### src/rtl/vc_credit_counter_if.sv
// Port bundle for vc_credit_counter: credit returns, switch grants, counter/availability view and sticky errors.
interface vc_credit_counter_if #(
    parameter int P  = 7,
    parameter int V  = 2,
    parameter int CW = 4
);
    logic [P*V-1:0]    credit_in_all;
    logic [P*V-1:0]    flit_rel_all;
    logic [P*V-1:0]    credit_out_all;
    logic [P*P-1:0]    grant_outport_all;
    logic [P*V-1:0]    grant_vc_all;
    logic [P*V-1:0]    outport_available_all;
    logic [P*V*CW-1:0] credit_count_all;
    logic [P*V-1:0]    err_overflow;
    logic [P*V-1:0]    err_underflow;
    logic [P-1:0]      err_vcsel;
    logic              err_clr;

    modport master (
        output credit_in_all, flit_rel_all, grant_outport_all, grant_vc_all, err_clr,
        input  credit_out_all, outport_available_all, credit_count_all,
               err_overflow, err_underflow, err_vcsel
    );

    modport slave (
        input  credit_in_all, flit_rel_all, grant_outport_all, grant_vc_all, err_clr,
        output credit_out_all, outport_available_all, credit_count_all,
               err_overflow, err_underflow, err_vcsel
    );
endinterface

### src/rtl/vc_credit_counter.sv
// Per outport/VC downstream credit counters with saturation, sticky error flags and registered credit return.
// Latency: counts and credit_out_all update one edge after the causing input; availability is combinational from the count.
// Backpressure: none accepted; availability is the backpressure this block offers to the switch allocator.
module vc_credit_counter #(
    parameter int P        = 7,
    parameter int V        = 2,
    parameter int DEPTH    = 8,
    parameter int AVAIL_TH = 2,
    localparam int CW      = $clog2(DEPTH + 1)
) (
    input logic                clk,
    input logic                rst,
    vc_credit_counter_if.slave bus
);
    localparam int N = P * V;
    localparam logic [CW-1:0] FULL = CW'(DEPTH);
    localparam logic [CW-1:0] TH   = CW'(AVAIL_TH);

    logic [P-1:0]         gnt;
    logic [P-1:0]         vc_ok;
    logic [P-1:0]         vcsel_set;
    logic [N-1:0]         inc;
    logic [N-1:0]         dec;
    logic [N-1:0]         ovf_set;
    logic [N-1:0]         unf_set;
    logic [N-1:0][CW-1:0] cnt_q;
    logic [N-1:0][CW-1:0] cnt_d;
    logic [N-1:0]         avail;
    logic [N-1:0]         credit_out_q;
    logic [N-1:0]         ovf_q;
    logic [N-1:0]         unf_q;
    logic [P-1:0]         vcsel_q;

    function automatic logic is_onehot(input logic [V-1:0] x);
        return (x != '0) && ((x & (x - V'(1))) == '0);
    endfunction

    // Several inports granted to one outport still move only one flit.
    always_comb begin
        gnt       = '0;
        vc_ok     = '0;
        vcsel_set = '0;
        dec       = '0;
        for (int o = 0; o < P; o++) begin
            gnt[o]       = |bus.grant_outport_all[o*P +: P];
            vc_ok[o]     = is_onehot(bus.grant_vc_all[o*V +: V]);
            vcsel_set[o] = gnt[o] & ~vc_ok[o];
            for (int v = 0; v < V; v++) begin
                dec[o*V+v] = gnt[o] & vc_ok[o] & bus.grant_vc_all[o*V+v];
            end
        end
    end

    assign inc = bus.credit_in_all;

    always_comb begin
        cnt_d   = cnt_q;
        ovf_set = '0;
        unf_set = '0;
        for (int k = 0; k < N; k++) begin
            if (inc[k] && !dec[k]) begin
                if (cnt_q[k] == FULL) ovf_set[k] = 1'b1;
                else                  cnt_d[k]   = cnt_q[k] + CW'(1);
            end else if (dec[k] && !inc[k]) begin
                if (cnt_q[k] == '0)   unf_set[k] = 1'b1;
                else                  cnt_d[k]   = cnt_q[k] - CW'(1);
            end
        end
    end

    // A new error in the same cycle as err_clr must survive the clear.
    always_ff @(posedge clk) begin
        if (rst) begin
            for (int k = 0; k < N; k++) cnt_q[k] <= FULL;
            credit_out_q <= '0;
            ovf_q        <= '0;
            unf_q        <= '0;
            vcsel_q      <= '0;
        end else begin
            cnt_q        <= cnt_d;
            credit_out_q <= bus.flit_rel_all;
            ovf_q        <= (ovf_q   & {N{~bus.err_clr}}) | ovf_set;
            unf_q        <= (unf_q   & {N{~bus.err_clr}}) | unf_set;
            vcsel_q      <= (vcsel_q & {P{~bus.err_clr}}) | vcsel_set;
        end
    end

    always_comb begin
        avail = '0;
        for (int k = 0; k < N; k++) avail[k] = (cnt_q[k] >= TH);
    end

    assign bus.credit_out_all        = credit_out_q;
    assign bus.outport_available_all = avail;
    assign bus.credit_count_all      = cnt_q;
    assign bus.err_overflow          = ovf_q;
    assign bus.err_underflow         = unf_q;
    assign bus.err_vcsel             = vcsel_q;
endmodule
### src/flat_wrapper.sv
// flat-port wrapper written by rule: the top's interface ports become plain ports
module vc_credit_counter_flat 
#(
    parameter int P        = 7,
    parameter int V        = 2,
    parameter int DEPTH    = 8,
    parameter int AVAIL_TH = 2,
    localparam int CW      = $clog2(DEPTH + 1)
)
  (clk, rst, bus_credit_in_all, bus_flit_rel_all, bus_grant_outport_all, bus_grant_vc_all, bus_err_clr, bus_credit_out_all, bus_outport_available_all, bus_credit_count_all, bus_err_overflow, bus_err_underflow, bus_err_vcsel);
  vc_credit_counter_if #(.P(P), .V(V)) bus_i ();
  input logic clk;
  input logic rst;
  input wire logic [$bits(bus_i.credit_in_all)-1:0] bus_credit_in_all;
  input wire logic [$bits(bus_i.flit_rel_all)-1:0] bus_flit_rel_all;
  input wire logic [$bits(bus_i.grant_outport_all)-1:0] bus_grant_outport_all;
  input wire logic [$bits(bus_i.grant_vc_all)-1:0] bus_grant_vc_all;
  input wire logic [$bits(bus_i.err_clr)-1:0] bus_err_clr;
  output wire logic [$bits(bus_i.credit_out_all)-1:0] bus_credit_out_all;
  output wire logic [$bits(bus_i.outport_available_all)-1:0] bus_outport_available_all;
  output wire logic [$bits(bus_i.credit_count_all)-1:0] bus_credit_count_all;
  output wire logic [$bits(bus_i.err_overflow)-1:0] bus_err_overflow;
  output wire logic [$bits(bus_i.err_underflow)-1:0] bus_err_underflow;
  output wire logic [$bits(bus_i.err_vcsel)-1:0] bus_err_vcsel;
  assign bus_i.credit_in_all = bus_credit_in_all;
  assign bus_i.flit_rel_all = bus_flit_rel_all;
  assign bus_i.grant_outport_all = bus_grant_outport_all;
  assign bus_i.grant_vc_all = bus_grant_vc_all;
  assign bus_i.err_clr = bus_err_clr;
  assign bus_credit_out_all = bus_i.credit_out_all;
  assign bus_outport_available_all = bus_i.outport_available_all;
  assign bus_credit_count_all = bus_i.credit_count_all;
  assign bus_err_overflow = bus_i.err_overflow;
  assign bus_err_underflow = bus_i.err_underflow;
  assign bus_err_vcsel = bus_i.err_vcsel;
  vc_credit_counter #(.P(P), .V(V), .DEPTH(DEPTH), .AVAIL_TH(AVAIL_TH)) u_core (.clk(clk), .rst(rst), .bus(bus_i));
endmodule
### config.mk
export PLATFORM = sky130hd
export DESIGN_NAME = vc_credit_counter_flat
export DESIGN_NICKNAME = d
export VERILOG_FILES = /design/src/rtl/vc_credit_counter_if.sv /design/src/rtl/vc_credit_counter.sv /design/src/flat_wrapper.sv
export SDC_FILE = /design/constraint.sdc
export NUM_CORES = 1
export LEC_CHECK = 0
export ABC_AREA = 1
export CORE_MARGIN = 4
export CORE_UTILIZATION = 30
export CTS_CLUSTER_DIAMETER = 80
export DETAILED_ROUTE_END_ITERATION = 8
export MAX_ROUTING_LAYER = met4
export PLACE_DENSITY_LB_ADDON = 0.05
export SYNTH_ARGS = -nofsm -noshare
export SYNTH_HDL_FRONTEND = slang
export SYNTH_SLANG_ARGS = --single-unit
export TNS_END_PERCENT = 10
### constraint.sdc
create_clock -name clk -period 2.6 [get_ports clk]
set_input_delay 0.52 -clock clk [delete_from_list [all_inputs] [get_ports clk]]
set_output_delay 0.52 -clock clk [all_outputs]
set_load 0.01 [all_outputs]
==> out/metrics.cfg, run 1 <==
[worst_setup_path]
arrival_ns = 2.45
cp_num_cells = 14
crit_family = simple AND/OR/NAND/NOR gates
critPathLaunchType = input port
cp.required_ns = 2.85
cpMostUsedCell = nand2_1
worstPathMaxFanout = 5
rrSetupSlack_ns = 1.14
r2r-end = u_core.bus.credit_count_all[55]$_SDFFE_PP1P_
cp-end-kind = flip-flop
critPathKind = input port to flip-flop
cp_num_buf_inv = 2
crit_end = u_core.bus.credit_count_all[51]$_SDFFE_PP1P_
critPathMaxStageDelay_ns = 0.42
r2r-start = u_core.bus.credit_count_all[54]$_SDFFE_PP0P_
slowest_stage = clkdlybuf4s50_1
crit_chain = clkdlybuf4s50_1 > nor2_1 > nand2_1 > o21ai_2 > nand2_1 > ha_1 > nand2_1 > nand2_1 > nor2_1 > inv_1 > nand2_1 > nand3_1 > nand2_1 > nand3_1
r2r_cells = 9
crit_path_start = bus_grant_outport_all[42]

[run]
maxCapViolations = 0

[clock_network]
cts.clk_slew.worst_paths_ns = 0.07
clk_latency_ns = 0.36
htreeDepth = 3
cts_setup_buffers = 0
tritoncts = yes
numCtsBuffers = 9
cts_resized = 0
clock_sinks = 105
cts_root_buffer = clkbuf_16
postCtsHoldBufs = 0
cts.path.max_buffers = 2

[drt]
drtIter0Drc = 145
wirelength_um = 18380
via_per_inst = 4.411
wl_per_cell_um = 12.25
drtAntennaViolNets = 0
route.detailed.drc = 0
dr.pass1.iters = 5
vias = 6617

[floorplanning]
num_io_pins = 213
core_sq_um = 21020
row_count = 53
dieArea_sq_um = 23790
dieHeight_um = 154.3
die_w_um = 154.3
start_util = 0.3053

[sta]
setup_viol = 0
slew_viol_final = 0
min_period_ns = 2.207
rsz0062_at_grt = no
worstMarginPinSlew_ns = 0.7633
finalClockSkew_ns = 0.01237
max_freq_mhz = 453.0
hold_viol_final = 0
tns_ns = 0
relSlewSlack = 0.4911
final.period_utilization = 0.8490

[logic_synthesis]
synth_most_common_cell = nor2_1
synthesis.area_per_instance_sq_um = 6.595
yosys_warnings = 0
yosys.area.top_type_share = 0.3275
ys_types = 22
synth.area.top_cells = dfxtp_1 33%, nor2_1 11%, nand2_1 11%
synthFlopType = dfxtp_1
ys_seq_area_frac = 0.3275
synth_top_cells_by_count = 194 x nor2_1, 190 x nand2_1, 162 x inv_1, 105 x dfxtp_1, 73 x nand3_1
syn_inst = 973
synth_area_sq_um = 6417
yosys.area.top_type = dfxtp_1
async_reset_ff_frac = 0
synth.net_count = 1109
synth-seq-cells = 105
synth_edf_count = 0

[final_layout]
drive_gt1_frac = 0.08490
num_antenna_cells = 0
fillers = 2194
regArea_sq_um = 2102
multiInputGateArea_sq_um = 3649
fin_nets = 1356
area_growth_pct = 46.66
finalNonFillerCells = 1500

[global_route]
grt_pass1_wl_um = 30020
grt_start_max_net_pins = 57
grt_pass1_vias = 6297
antenna_found_initial = 0
track_usage = 0.1557
grt-ovfl-total = 0

[run_status]
status = completed

[hold_path]
min_from = u_core.bus.err_vcsel[1]$_SDFF_PP0_
worst_hold_path_type = flip-flop to flip-flop

[placement]
dp.cells = 1484
io_buffers = 212
post-dp-hpwl_um = 14290
place.gp.congestion = 0.8456

[power_and_ir_drop]
p_leak_nw = 4.382
switching_share = 0.3734
pwr-share-comb = 0.414
p_int_mw = 3.795
netSwitchingPower_mw = 2.262
irDropWorstVdd_v = 0.0003684
pwr-share-clk = 0.227
powerDensity_nw_per_um2 = 643.6
seq_power_share = 0.359

[worst min-delay path by stage]
stage / to / slack [ns] / cells past startpoint
final: u_core.bus.err_vcsel[1]$_SDFF_PP0_ / 0.46 / 2
after global routing: u_core.bus.err_underflow[6]$_SDFF_PP0_ / 0.48 / 2
after CTS: u_core.bus.err_vcsel[1]$_SDFF_PP0_ / 0.47 / 2
after detailed placement: u_core.bus.err_vcsel[1]$_SDFF_PP0_ / 0.46 / 2
after global placement: u_core.bus.err_vcsel[4]$_SDFF_PP0_ / 0.45 / 2
after floorplan: u_core.bus.err_overflow[0]$_SDFF_PP0_ / 0.49 / 2
[worst register-to-register path: cells and delay by family (launching register included)]
| family | cells | cell delay (ns) |
|---|---|---|
| adder cells (fa/ha/maj) | 1 | 0.31 |
| buffers and inverters | 1 | 0.05 |
| flip-flops | 1 | 0.45 |
| AND/OR/NAND/NOR | 7 | 0.54 |
[routing by layer]
metal,vias up,track usage,wire (um)
li1,3545,-,-
met1,2927,0.1959,8693
met2,131,0.2500,8457
met3,14,0.04001,994
met4,0,0.04079,234
met5,-,-,0
[flip-flops by register name, indices dropped and copies added, names as in the netlist]
signal and count:
u_core.bus.credit_count_all 56, u_core.bus.credit_out_all 14, u_core.bus.err_overflow 14, u_core.bus.err_underflow 14, u_core.bus.err_vcsel 7
[cell type report]
class,instances,area share
repair buffers,250,0.2566
multi-input cells,691,0.3877
clock buffers,12,0.02725
well taps,275,0.03656
inverters,163,0.06501
flip-flops and latches,105,0.2233
clock inverters,4,0.003589
[kinds of logic after synthesis]
family                   Yosys count  synth area share
AND/OR/NAND/NOR                  544            0.3656
XOR/XNOR                          14           0.01911
AO/OA/AOI/OAI                     91           0.08559
adder cells (fa/ha/maj)           42           0.09827
flip-flops                       105            0.3275
buffers and inverters            177            0.1039
[power by group through the flow]
stage / logic (mW) / clock network [mW] / registers [mW]
6_report: 2.51 / 1.37 / 2.18
5_1_grt: 2.85 / 1.50 / 2.23
4_1_cts: 2.55 / 1.45 / 2.18
3_5_place_dp: 2.53 / 0 / 2.22
3_3_place_gp: 2.52 / 0 / 2.22
2_1_floorplan: 1.34 / 0 / 2.26
[cell usage in the layout, fill, tap and decap left out, types with 2 or more instances in the layout]
master and instances:
nand4_1 33, nor3_1 7, o21ai_2 14, xor2_1 14, nand2_1 190, clkdlybuf4s50_1 211, inv_6 2, fa_1 14
inv_1 161, ha_1 28, buf_4 37, or2_1 9, a21oi_1 31, o21ai_0 35, clkbuf_8 2, nand2_2 23
dfxtp_1 105, or3_1 14, clkbuf_16 9, nand3_1 73, a21oi_2 11, nor2_1 194
[metrics by stage]
| step | util | cell area, sq um | setup WS [ns] | power [mW] | hold WS (ns) |
|---|---|---|---|---|---|
| after floorplan | - | 6417 | 0.5917 | 3.600 | 0.4900 |
| after global placement | 0.4339 | 9121 | 0.05971 | 4.737 | 0.4524 |
| after detailed placement | 0.4339 | 9121 | 0.01399 | 4.747 | 0.4558 |
| after CTS | 0.4477 | 9412 | 0.4080 | 6.179 | 0.4684 |
| after global routing | 0.4477 | 9412 | 0.2202 | 6.574 | 0.4832 |
| final | 0.4477 | 9412 | 0.3925 | 6.057 | 0.4642 |
Power figures use the tool's default switching activity.
==> run 2, diff against run 1 <==
==> constraint.sdc (replaced) <==
create_clock -name clk -period 2 [get_ports clk]
set_input_delay 0.4 -clock clk [delete_from_list [all_inputs] [get_ports clk]]
set_output_delay 0.4 -clock clk [all_outputs]
set_load 0.01 [all_outputs]
==> out/metrics.cfg, run 2 (same netlist as run 1, synthesis figures left out) <==
[run_status]
status = completed

[worst_setup_path]
critPathMaxStageDelay_ns = 0.43
arrival_ns = 2.22
cp_num_buf_inv = 2
cpMostUsedCell = nand2_2
crit_path_start = bus_grant_outport_all[43]
crit_chain = clkdlybuf4s50_1 > nor2_2 > nand2_2 > o21ai_2 > nand2_2 > buf_4 > fa_1 > xor2_1 > nand2_1 > a21oi_1
r2r_cells = 9
r2r-start = u_core.bus.credit_count_all[13]$_SDFFE_PP0P_
critPathKind = input port to flip-flop
slowest_stage = clkdlybuf4s50_1
crit_family = buffers and inverters
r2r-end = u_core.bus.credit_count_all[15]$_SDFFE_PP1P_
cp.required_ns = 2.29
rrSetupSlack_ns = 0.57
cp-end-kind = flip-flop
worstPathMaxFanout = 4
critPathLaunchType = input port

[power_and_ir_drop]
p_leak_nw = 4.770
powerDensity_nw_per_um2 = 816.9
seq_power_share = 0.350
netSwitchingPower_mw = 3.061
pwr-share-comb = 0.430
pwr-share-clk = 0.220
power_mw = 8.301
switching_share = 0.3688
irDropWorstVdd_v = 0.0004282
p_int_mw = 5.240

[floorplanning]
row_count = 53
dieHeight_um = 154.3
dieArea_sq_um = 23790
core_sq_um = 21020
num_io_pins = 213
die_w_um = 154.3
start_util = 0.3053

[clock_network]
numCtsBuffers = 9
tritoncts = yes
cts.clk_slew.worst_paths_ns = 0.07
cts.path.max_buffers = 2
postCtsHoldBufs = 0
clock_sinks = 105
htreeDepth = 3
clk_latency_ns = 0.36
cts_root_buffer = clkbuf_16

[hold_path]
min_from = rst
hold_depth = 2
min_to = u_core.bus.credit_out_all[3]$_SDFF_PP0_
worst_hold_path_type = input port to flip-flop

[placement]
place_ws_ns = -0.4359
io_buffers = 212
post-dp-hpwl_um = 14520
post_dp_cell_area_sq_um = 9402
place.gp.congestion = 0.8326

[final_layout]
regArea_sq_um = 2126
fillers = 2133
final_common_cell = clkdlybuf4s50_1
stdcell_area_sq_um = 10160
fin_nets = 1401
final_cell_mix = 193 x clkdlybuf4s50_1, 174 x nand2_1, 170 x nor2_1
area_growth_pct = 58.34
fin_util = 0.4834
multiInputGateArea_sq_um = 4004
largest_reg_flops = 56
num_antenna_cells = 0
drive_gt1_frac = 0.1787

[sta]
relSlewSlack = 0.6894
final.period_utilization = 0.9664
tns_ns = 0
rsz0062_at_grt = yes
setup_slack_ns = 0.06722
min_period_ns = 1.933
worstMarginPinSlew_ns = 0.4659
max_freq_mhz = 517.4
finalClockSkew_ns = 0.008820
setup_viol = 0
slew_viol_final = 0
hold_viol_final = 0

[drt]
drtAntennaViolNets = 0
wl_per_cell_um = 12.35
drtIter0Drc = 255
vias = 6850
via_per_inst = 4.434
wirelength_um = 19080
dr.pass1.iters = 4
route.detailed.drc = 0

[global_route]
grt_start_max_net_pins = 36
antenna_found_initial = 0
grt_pass1_wl_um = 30820
grt_pass1_vias = 6367
track_usage = 0.1595
grt-ovfl-total = 0

[run]
maxCapViolations = 0

==> run 2: timing repair <==
item | in CTS | in global routing
pin swaps | 1 | 55
resized for setup | 3 | 99
buffers inserted | 0 | 6
setup endpoints to repair | 4 | 33
==> run 2: how the worst max path moves through the flow <==
stage	endpoint	slack (ns)	cells after the start
2_1_floorplan	u_core.bus.credit_count_all[3]$_SDFFE_PP1P_	0.11	13
3_3_place_gp	u_core.bus.credit_count_all[51]$_SDFFE_PP1P_	-0.40	14
3_5_place_dp	u_core.bus.credit_count_all[51]$_SDFFE_PP1P_	-0.44	14
4_1_cts	u_core.bus.credit_count_all[51]$_SDFFE_PP1P_	-0.02	14
5_1_grt	u_core.bus.credit_count_all[31]$_SDFFE_PP1P_	-0.08	14
6_report	u_core.bus.credit_count_all[54]$_SDFFE_PP0P_	0.07	10
==> run 2: power by group through the flow <==
stage	clock [mW]	sequential (mW)	combinational, mW
finish	1.82	2.91	3.57
floorplan	0	2.93	1.74
global route	1.99	2.98	4.05
CTS	1.91	2.86	3.44
global placement	0	2.90	3.40
detailed placement	0	2.90	3.42
==> run 2: stage by stage <==
stage | cells | hold WS (ns)
finish | 1545 | 0.4223
global route | 1545 | 0.4432
detailed placement | 1523 | 0.4549
floorplan | 973 | 0.4900
CTS | 1539 | 0.4210
global placement | 1523 | 0.4530
==> run 2: area by class of cell <==
cell class	instances	share of cell area
Multi-Input combinational cell	691	0.3940
Timing Repair Buffer	295	0.2741
Sequential cell	105	0.2092
Inverter	163	0.06021
Tap cell	275	0.03386
Clock buffer	12	0.02327
Clock inverter	4	0.005295
==> run 2: worst reg2reg max path, stage by stage (launching register included) <==
cell and delay, ns:
dfxtp_1 0.50, ha_1 0.29, nand2_1 0.06, nor2_1 0.04
nor2_2 0.10, inv_1 0.05, nand2_1 0.08, nand3_1 0.08
nand2_1 0.06, nand3_1 0.05
==> run 2: routing by layer <==
metal,vias to the layer above,track usage,part of all wire
met2,144,0.2564,0.47
met1,3053,0.2038,0.46
met3,10,0.03805,0.054
met4,0,0.03827,0.0098
met5,-,-,0
li1,3643,-,-
